`src/rtl/seg7_pkg.sv`:
```
// Shared types and constants for the active-low 7-segment bus:
// capture FSM states, the hex segment table and the anode select helper.
package seg7_pkg;

    typedef enum logic [1:0] {
        IDLE    = 2'd0,
        SETTLE  = 2'd1,
        CAPTURE = 2'd2,
        HOLD    = 2'd3
    } cap_state_t;

    // Active-low patterns, bit order {g,f,e,d,c,b,a}.
    localparam logic [6:0] SEG_0 = 7'h40;
    localparam logic [6:0] SEG_1 = 7'h79;
    localparam logic [6:0] SEG_2 = 7'h24;
    localparam logic [6:0] SEG_3 = 7'h30;
    localparam logic [6:0] SEG_4 = 7'h19;
    localparam logic [6:0] SEG_5 = 7'h12;
    localparam logic [6:0] SEG_6 = 7'h02;
    localparam logic [6:0] SEG_7 = 7'h78;
    localparam logic [6:0] SEG_8 = 7'h00;
    localparam logic [6:0] SEG_9 = 7'h10;
    localparam logic [6:0] SEG_A = 7'h08;
    localparam logic [6:0] SEG_B = 7'h03;
    localparam logic [6:0] SEG_C = 7'h46;
    localparam logic [6:0] SEG_D = 7'h21;
    localparam logic [6:0] SEG_E = 7'h06;
    localparam logic [6:0] SEG_F = 7'h0E;

    localparam logic [6:0] BLANK_SEG = 7'h7F;
    localparam logic [3:0] AN_NONE   = 4'b1111;

    typedef struct packed {
        logic       hit;
        logic [1:0] idx;
    } an_sel_t;

    // hit is set only for a one-hot-low anode code.
    function automatic an_sel_t an_decode(input logic [3:0] an);
        an_sel_t r;
        r = '{hit: 1'b0, idx: 2'd0};
        case (an)
            4'b1110: r = '{hit: 1'b1, idx: 2'd0};
            4'b1101: r = '{hit: 1'b1, idx: 2'd1};
            4'b1011: r = '{hit: 1'b1, idx: 2'd2};
            4'b0111: r = '{hit: 1'b1, idx: 2'd3};
            default: r = '{hit: 1'b0, idx: 2'd0};
        endcase
        return r;
    endfunction

endpackage

```
`src/rtl/seg7_decode.sv`:
```
// Combinational inverse of the hex 7-segment encoder; anything outside
// the sixteen hex glyphs (blank included) reports valid=0.
module seg7_decode
    import seg7_pkg::*;
(
    input  logic [6:0] seg,
    output logic [3:0] nibble,
    output logic       valid
);

    always_comb begin
        // NOTE: every output gets a default first so no path leaves it unassigned (no latch).
        nibble = 4'h0;
        valid  = 1'b1;
        case (seg)
            SEG_0:   nibble = 4'h0;
            SEG_1:   nibble = 4'h1;
            SEG_2:   nibble = 4'h2;
            SEG_3:   nibble = 4'h3;
            SEG_4:   nibble = 4'h4;
            SEG_5:   nibble = 4'h5;
            SEG_6:   nibble = 4'h6;
            SEG_7:   nibble = 4'h7;
            SEG_8:   nibble = 4'h8;
            SEG_9:   nibble = 4'h9;
            SEG_A:   nibble = 4'hA;
            SEG_B:   nibble = 4'hB;
            SEG_C:   nibble = 4'hC;
            SEG_D:   nibble = 4'hD;
            SEG_E:   nibble = 4'hE;
            SEG_F:   nibble = 4'hF;
            default: valid  = 1'b0;
        endcase
    end

endmodule

```
`src/rtl/an_scan_capture.sv`:
```
// Observes a multiplexed active-low 7-segment bus and rebuilds the four
// displayed hex digits once each anode slot has been stable long enough.
module an_scan_capture
    import seg7_pkg::*;
#(
    parameter int SETTLE_CYCLES  = 4,
    parameter int TIMEOUT_CYCLES = 65535
) (
    input  logic        Clk,
    input  logic        Reset,
    input  logic [3:0]  AN,
    input  logic [6:0]  SEG,
    input  logic        DP,
    output logic [15:0] digits,
    output logic [3:0]  dp_out,
    output logic [3:0]  valid_mask,
    output logic        frame_done,
    output logic        seg_err,
    output logic        an_err,
    output logic        stale,
    output logic [1:0]  sel_out
);

    localparam logic [7:0]  SETTLE_MAX  = 8'(SETTLE_CYCLES);
    localparam logic [19:0] TIMEOUT_LIM = 20'(TIMEOUT_CYCLES);
    localparam logic [19:0] TMO_SAT     = 20'hFFFFF;

    logic [11:0] bus_q;
    logic [11:0] bus_prev;
    logic [7:0]  stab_cnt;
    logic [7:0]  stab_nxt;
    logic [19:0] tmo_cnt;
    logic [19:0] tmo_nxt;
    cap_state_t  state;

    logic        changed;
    logic        settled;
    logic        write_ok;
    an_sel_t     sel;
    logic [3:0]  nibble;
    logic        seg_ok;
    logic [3:0]  mask_wr;

    seg7_decode u_decode (
        .seg    (bus_q[7:1]),
        .nibble (nibble),
        .valid  (seg_ok)
    );

    always_comb begin
        changed = (bus_q != bus_prev);
        sel     = an_decode(bus_q[11:8]);
        mask_wr = valid_mask | (4'b0001 << sel.idx);

        if (changed)
            stab_nxt = 8'd0;
        else if (stab_cnt < SETTLE_MAX)
            stab_nxt = stab_cnt + 8'd1;
        else
            stab_nxt = stab_cnt;

        // The capture is registered on the same edge the count reaches the
        // settle target, which gives the k+SETTLE_CYCLES+1 latency.
        settled  = (state == SETTLE) && (stab_nxt == SETTLE_MAX);
        write_ok = settled && sel.hit && seg_ok;

        if (write_ok)
            tmo_nxt = 20'd0;
        else if (tmo_cnt != TMO_SAT)
            tmo_nxt = tmo_cnt + 20'd1;
        else
            tmo_nxt = tmo_cnt;
    end

    always_ff @(posedge Clk) begin
        // NOTE: Reset is sampled on the clock edge only; every register, state included, is cleared here.
        if (!Reset) begin
            bus_q      <= '0;
            bus_prev   <= '0;
            stab_cnt   <= '0;
            tmo_cnt    <= '0;
            state      <= IDLE;
            digits     <= '0;
            dp_out     <= '0;
            valid_mask <= '0;
            frame_done <= 1'b0;
            seg_err    <= 1'b0;
            an_err     <= 1'b0;
            stale      <= 1'b0;
            sel_out    <= '0;
        end else begin
            // NOTE: non-blocking assignments so every register samples pre-edge values.
            bus_q      <= {AN, SEG, DP};
            bus_prev   <= bus_q;
            stab_cnt   <= stab_nxt;
            tmo_cnt    <= tmo_nxt;
            stale      <= (tmo_nxt >= TIMEOUT_LIM);
            frame_done <= 1'b0;
            seg_err    <= 1'b0;
            an_err     <= 1'b0;

            case (state)
                IDLE: begin
                    if (changed)
                        state <= SETTLE;
                end
                SETTLE: begin
                    if (settled) begin
                        state <= CAPTURE;
                        if (sel.hit) begin
                            if (seg_ok) begin
                                digits[{sel.idx, 2'b00} +: 4] <= nibble;
                                dp_out[sel.idx]               <= ~bus_q[0];
                                sel_out                       <= sel.idx;
                                valid_mask                    <= mask_wr;
                                frame_done                    <= &mask_wr;
                            end else begin
                                seg_err <= 1'b1;
                            end
                        end else if (bus_q[11:8] != AN_NONE) begin
                            an_err <= 1'b1;
                        end
                    end
                end
                CAPTURE: begin
                    if (frame_done)
                        valid_mask <= 4'b0000;
                    // A change seen here must still open a new window.
                    state <= changed ? SETTLE : HOLD;
                end
                HOLD: begin
                    if (changed)
                        state <= SETTLE;
                end
                default: state <= IDLE;
            endcase
        end
    end

endmodule

```
`config.mk`:
```
export PLATFORM = sky130hd
export DESIGN_NAME = an_scan_capture
export DESIGN_NICKNAME = d
export VERILOG_FILES = /design/src/rtl/seg7_pkg.sv /design/src/rtl/seg7_decode.sv /design/src/rtl/an_scan_capture.sv
export SDC_FILE = /design/constraint.sdc
export NUM_CORES = 1
export LEC_CHECK = 0
export CORE_UTILIZATION = 57
export DETAILED_ROUTE_END_ITERATION = 7
export PLACE_DENSITY_LB_ADDON = 0.08
export SLEW_MARGIN = 20
export SYNTH_ARGS = -nofsm -noshare
export SYNTH_HDL_FRONTEND = slang
export SYNTH_SLANG_ARGS = --single-unit
```
`constraint.sdc`:
```
create_clock -name Clk -period 2.3 [get_ports Clk]
set_input_delay 0.46 -clock Clk [delete_from_list [all_inputs] [get_ports Clk]]
set_output_delay 0.46 -clock Clk [all_outputs]
set_load 0.05 [all_outputs]
```
# [Word level (Yosys, flattened, before mapping)]
# Cells that the tools add are included.
# W data, S select, Z words.
[op_classes] n_eq_ne=31 n_reduce_logical=16 order_cmp=4 bitwise_logic=5 shifts=3 n_addsub=3 mux=22
[ops] op="$pmux W4 S15" n=1
[ops] op="$mux W20" n=2
[ops] op="$eq A7 B7 Y1 const B" n=4
[ops] op="$eq A7 B5 Y1 const B" n=3
[ops] op="$eq A7 B6 Y1 const B" n=3
[ops] op="$add A20 B1 Y20 const B" n=1
[ops] op="$ge A20 B16 Y1 const B" n=1
[ops] op="$ne A20 B20 Y1 const B" n=1
[ops] op="$bwmux W16" n=1
[ops] op="$mux W4" n=4
[ops] op="$mux W8" n=2
[ops] op="$reduce_or A16 Y1" n=1
[ops] op="$shift A4 B6 Y16 const A" n=1
[ops] op="$shiftx A4 B6 Y16" n=1
[ops] op="$eq A7 B2 Y1 const B" n=2
[ops] op="$eq A7 B4 Y1 const B" n=2
[ops] op="$eq A4 B4 Y1 const B" n=3
[ops] op="$ne A12 B12 Y1" n=1
[ops] op="$pmux W3 S4" n=1
[ops] op="$reduce_and A4 Y1" n=3
[ops] op="$reduce_and A5 Y1" n=2
[ops] op="$add A8 B1 Y8 const B" n=1
[ops] op="$eq A8 B3 Y1 const B" n=1
[ops] op="$lt A8 B3 Y1 const B" n=1
[ops] op="26 further kinds" n=41
[totals] ff_bits=84 input_bits=14 output_inout_bits=30 elab_cells=97

# [Depth between registers and ports, before layout]
[depth] ltp_word=9 ltp_mapped=9 mapped_depth_nobuf=8

# [Hierarchy]
# From an unflattened synthesis, not the netlist that was laid out.
[hier_totals] cells_unflattened=476 hier_area_um2=4140.2
[modules_own_cells] mod="an_scan_capture" n_inst=1 cells_each=427 seq_area_each_um2=1681.6 area_each_um2=3834.9
[modules_own_cells] mod="seg7_decode" n_inst=1 cells_each=49 seq_area_each_um2=0.0 area_each_um2=305.3

# [Worst setup path before layout]
# Ideal clock, no wire load.
[synth_timing] path_type="register to register" from="reg bus_q[9]" to="reg digits[0]" required_time_ns=2.230 setup_ns=0.070 arrival_time_ns=1.995 path_buffers=1 synth_period_minus_slack_ns=2.066 stages_incl_launch_ff=10 path_slack_ns=0.234 cell_sequence="dfxtp_1 buf_2 xor2_1 nand3_1 ha_1 nand2_1 inv_1 nand4b_4 or4b_1 a21oi_1"
[synth_via] elab_chain_len=5 word_cells_on_any_way=14 classes_between="add/sub: 1; eq/ne: 6; shift: 2; mux: 3; reduce/logical: 2"
[synth_rtl] element="start, declared" line="an_scan_capture.sv:28" rtl="logic [11:0] bus_q;"
[synth_rtl] element="start signal, assigned" line="an_scan_capture.sv:93" rtl="bus_q <= {AN, SEG, DP};"
[synth_rtl] element="$eq A4 B3 Y1, or another cell as far along" line="seg7_pkg.sv:42" rtl="case (an)"
[synth_rtl] element="$pmux W3 S4 or $mux W8 (tied branches)" line="seg7_pkg.sv:42, an_scan_capture.sv:55"
[synth_rtl] element="$neg A4 Y6 or $eq A8 B3 Y1 (tied branches)" line="an_scan_capture.sv:112, an_scan_capture.sv:64"
[synth_rtl] element="$shiftx A4 B6 Y16, or another cell as far along" line="an_scan_capture.sv:112" rtl="digits[{sel.idx, 2'b00} +: 4] <= nibble;"
[synth_rtl] element="$bwmux W16 or $reduce_and A4 Y1 (tied branches)"
[synth_rtl] element="end signal, assigned by index" line="an_scan_capture.sv:112"
[synth_rtl] element="end, declared" line="an_scan_capture.sv:14" rtl="output logic [15:0] digits,"
# Several ways; a longest one is shown, not always the timed one.
# A chain may end at the register's enable or synchronous reset.

# [Final worst setup path]
[layout_timing] from="reg bus_q[4]" to="reg digits[1]"
[layout_via] elab_chain_len=5 word_cells_on_any_way=26 classes_between="eq/ne: 17; shift: 1; mux: 4; reduce/logical: 4"
[layout_rtl] element="branches (longest 5 deep; another with $shiftx A4 B6 Y16)"
# Parallel ways; which one is timed is not known.

==> PnR_summary.wiki <==
{| class="wikitable"
! Metric !! Value
|-
| Number of placed instances with taps included || 622
|-
| Number of cells in the finished layout apart from fillers || 637
|-
| First-pass GRT wire length || 15100 um
|-
| Total overflow reported by the global router || 0
|-
| Max-slew headroom at the worst pin || 64.3%
|-
| Post-layout instance area || 0.00514 mm2
|-
| Count of antenna-violating nets left after detailed routing || 0
|-
| Number of antenna violations at the first check in global routing || 0
|-
| Number of warnings issued by yosys || 0
|-
| Final period demand of the worst path || 2.20 ns
|-
| Layout cell share with drive strength beyond 1 || 12.5%
|-
| Sequential cell area || 0.00168 mm2
|-
| Post-synth EDFFs || 0
|-
| Worst Path Arrival || 2.48 ns
|-
| Mapped Area || 0.00427 mm2
|-
| Yosys reg bits || 84
|-
| DP HPWL || 6680 um
|-
| Status || complete, no violations
|-
| Standard-cell row count || 31
|-
| Top Ports || 44
|-
| Weighted congestion at the end of routability-driven global placement || 0.894
|-
| Fraction of synthesized cell area taken by the top area cell type || 39.4%
|-
| Utilization after layout || 70.8%
|-
| Worst setup SP type || flip-flop
|-
| Number of fill cells in the layout || 582
|-
| Critical path peak fanout || 26
|-
| Total inserted antenna cells || 0
|-
| Total number of vias || 3642
|-
| Largest net degree at the start of global routing || 33
|-
| Starting density of the core || 58.9%
|-
| Final Setup Violations || 0
|-
| Cell type contributing the most total cell area after synthesis || sky130_fd_sc_hd__dfxtp_1
|-
| NumNets Final || 561
|-
| Synth top area cells || sky130_fd_sc_hd__dfxtp_1 39%, sky130_fd_sc_hd__nand2_1 4.8%, sky130_fd_sc_hd__and2_1 4.1%
|-
| Area of the multi-input gates || 0.00242 mm2
|-
| Number of buffers on the longest clock path || 2
|-
| Unrepaired setup endpoints after global routing || false
|-
| Highest clock rate || 454 MHz
|-
| Fraction of met3 tracks used by global routing || 4.20%
|-
| Total routing resource utilization after global routing || 24.8%
|-
| Asr flop ratio synth || 0%
|-
| Worst setup EP type || flip-flop
|-
| H-tree level count || 3
|-
| Gr busiest metal || met1
|-
| Final clock period utilization by the worst path || 95.7%
|-
| Worst vdd rail ir drop || 420 uV
|-
| Die area || 0.00785 mm2
|-
| Synthesized netlist net count || 509
|-
| Final routed wire length divided by cell count || 14.4 um
|-
| Worst min-delay path class || flip-flop to flip-flop
|-
| Post-cts hold buffer count || 0
|-
| Total power divided by cell area || 598 mW/mm2
|-
| Final worst clock skew || 0.00697 ns
|-
| Hold slack final || 0.457 ns
|-
| Horizontal die dimension || 88.6 um
|-
| Max Slew Vio Count || 0
|-
| Average cell area after synthesis || 8.85 um2
|-
| Setup TNS Final || 0 ns
|-
| Most common flop cell mapped by yosys || sky130_fd_sc_hd__dfxtp_1
|-
| Final count of hold timing violations || 0
|-
| Instance area after placement || 0.00492 mm2
|-
| Height of the die || 88.6 um
|-
| Most common cell in the netlist || sky130_fd_sc_hd__dfxtp_1
|-
| Clock latency at the later pin of the worst-skew pair || 0.35 ns
|-
| TritonCTS clock tree || yes
|-
| Share of synthesized area occupied by flip-flops and latches || 39.4%
|-
| # port buffers || 43
|-
| Required time at the worst-slack endpoint || 2.58 ns
|-
| Number of design-rule violations left by the first detailed-router iteration || 286
|-
| Clk root buf || sky130_fd_sc_hd__clkbuf_8
|-
| Core area || 0.00725 mm2
|-
| Commonest cells post-synth || 84 x sky130_fd_sc_hd__dfxtp_1, 55 x sky130_fd_sc_hd__nand2_1, 28 x sky130_fd_sc_hd__and2_1, 25 x sky130_fd_sc_hd__nor2_1, 21 x sky130_fd_sc_hd__a21oi_1
|-
| Clock sink count || 84
|-
| M1 GR Usage || 36.6%
|-
| Grt met2 use || 36.5%
|-
| WS Path Type || flip-flop to flip-flop
|-
| Clock buffers created by TritonCTS || 9
|-
| Worst Max-Slew Pin Slew || 0.533 ns
|-
| Via-per-instance ratio || 5.72
|-
| Number of iterations in the first detailed-routing pass || 4
|-
| Maximum capacitance violations || 0
|-
| Register clock-pin slew on the reported worst setup and hold paths || 0.08 ns
|-
| Area growth syn-to-layout || 20.3%
|-
| Number of distinct library cells after synthesis || 65
|-
| Vias in the first global route || 3156
|-
| Total length of routed wires || 9190 um
|-
| Post-synthesis instance total || 483
|-
| Cell leakage power || 0.00189 uW
|-
| Residual DRC || 0
|}
power by group:
part	leakage [uW]	switching [uW]	internal (uW)	total [uW]
clock	0.0000870	509	486	995
sequential	0.000684	53.2	1500	1550
combinational	0.00112	305	217	523
per-stage QoR:
stage | setup slack (ns) | power, uW
finish | 0.0979 | 3070
global route | 0.00522 | 3220
CTS | 0.0366 | 3080
detailed placement | 0.0527 | 2090
global placement | 0.148 | 2070
floorplan | 0.234 | 1930
layer usage:
layer | up-vias | share of wire, %
met5 | - | 0
met4 | 0 | 1.2
li1 | 1822 | -
met1 | 1710 | 50
met2 | 98 | 44
met3 | 12 | 5.0
placed cells by master, fill, tap and decap left out, drive strengths merged, types with 17 or more instances in the layout:
cell            n
dfxtp          84
nand2          56
clkdlybuf4s50  43
buf            29
and2           28
nor2           26
a21oi          21
xnor2          20
o21ai          18
mux2i          17
area by class of cell:
class                   count  share of cell area, %
inverters                  12                  0.877
clock buffers               9                   2.41
well taps                  99                   2.41
clock inverters             5                   1.07
multi-input cells         356                   47.1
repair buffers             72                   13.3
flip-flops and latches     84                   32.8
path summary, 6_finish.rpt:
check / from / endpoint / slack [ns] / cells past startpoint
setup / recovery: bus_q[4] / digits[1] / 0.1 / 8
hold / removal: dp_out[2] / dp_out[2] / 0.46 / 2
setup reg to reg: bus_q[4] / digits[1] / 0.1 / 8
hold reg to reg: dp_out[2] / dp_out[2] / 0.46 / 2
kinds of logic after synthesis:
group	share of synthesized area, %
compound gates	12.0
xor+xnor	5.53
fa+ha+maj	3.75
buf+inv	4.86
flops	39.4
mux	4.25
simple gates	30.2
flip-flops by register name, summed over array words and instances, names as in the netlist:
register / flops
bus_q: 12
tmo_cnt: 20
seg_err: 1
sel_out: 2
state: 2
bus_prev: 12
stab_cnt: 8
dp_out: 4
valid_mask: 4
an_err: 1
digits: 16
frame_done: 1
stale: 1
timing repair:
item,4_1_cts,5_1_grt
gates resized for setup,0,7
endpoints found under the setup margin,0,45
setup buffers,0,1
worst max-delay path, cell delays in order (launching register included):
cell,delay [ns]
sky130_fd_sc_hd__dfxtp_1,0.39
sky130_fd_sc_hd__buf_4,0.20
sky130_fd_sc_hd__nor4_2,0.29
sky130_fd_sc_hd__o211ai_1,0.14
sky130_fd_sc_hd__o211ai_1,0.20
sky130_fd_sc_hd__nor3_4,0.07
sky130_fd_sc_hd__buf_12,0.17
sky130_fd_sc_hd__or4_1,0.52
sky130_fd_sc_hd__a21oi_1,0.15
Power figures use the tool's default switching activity.
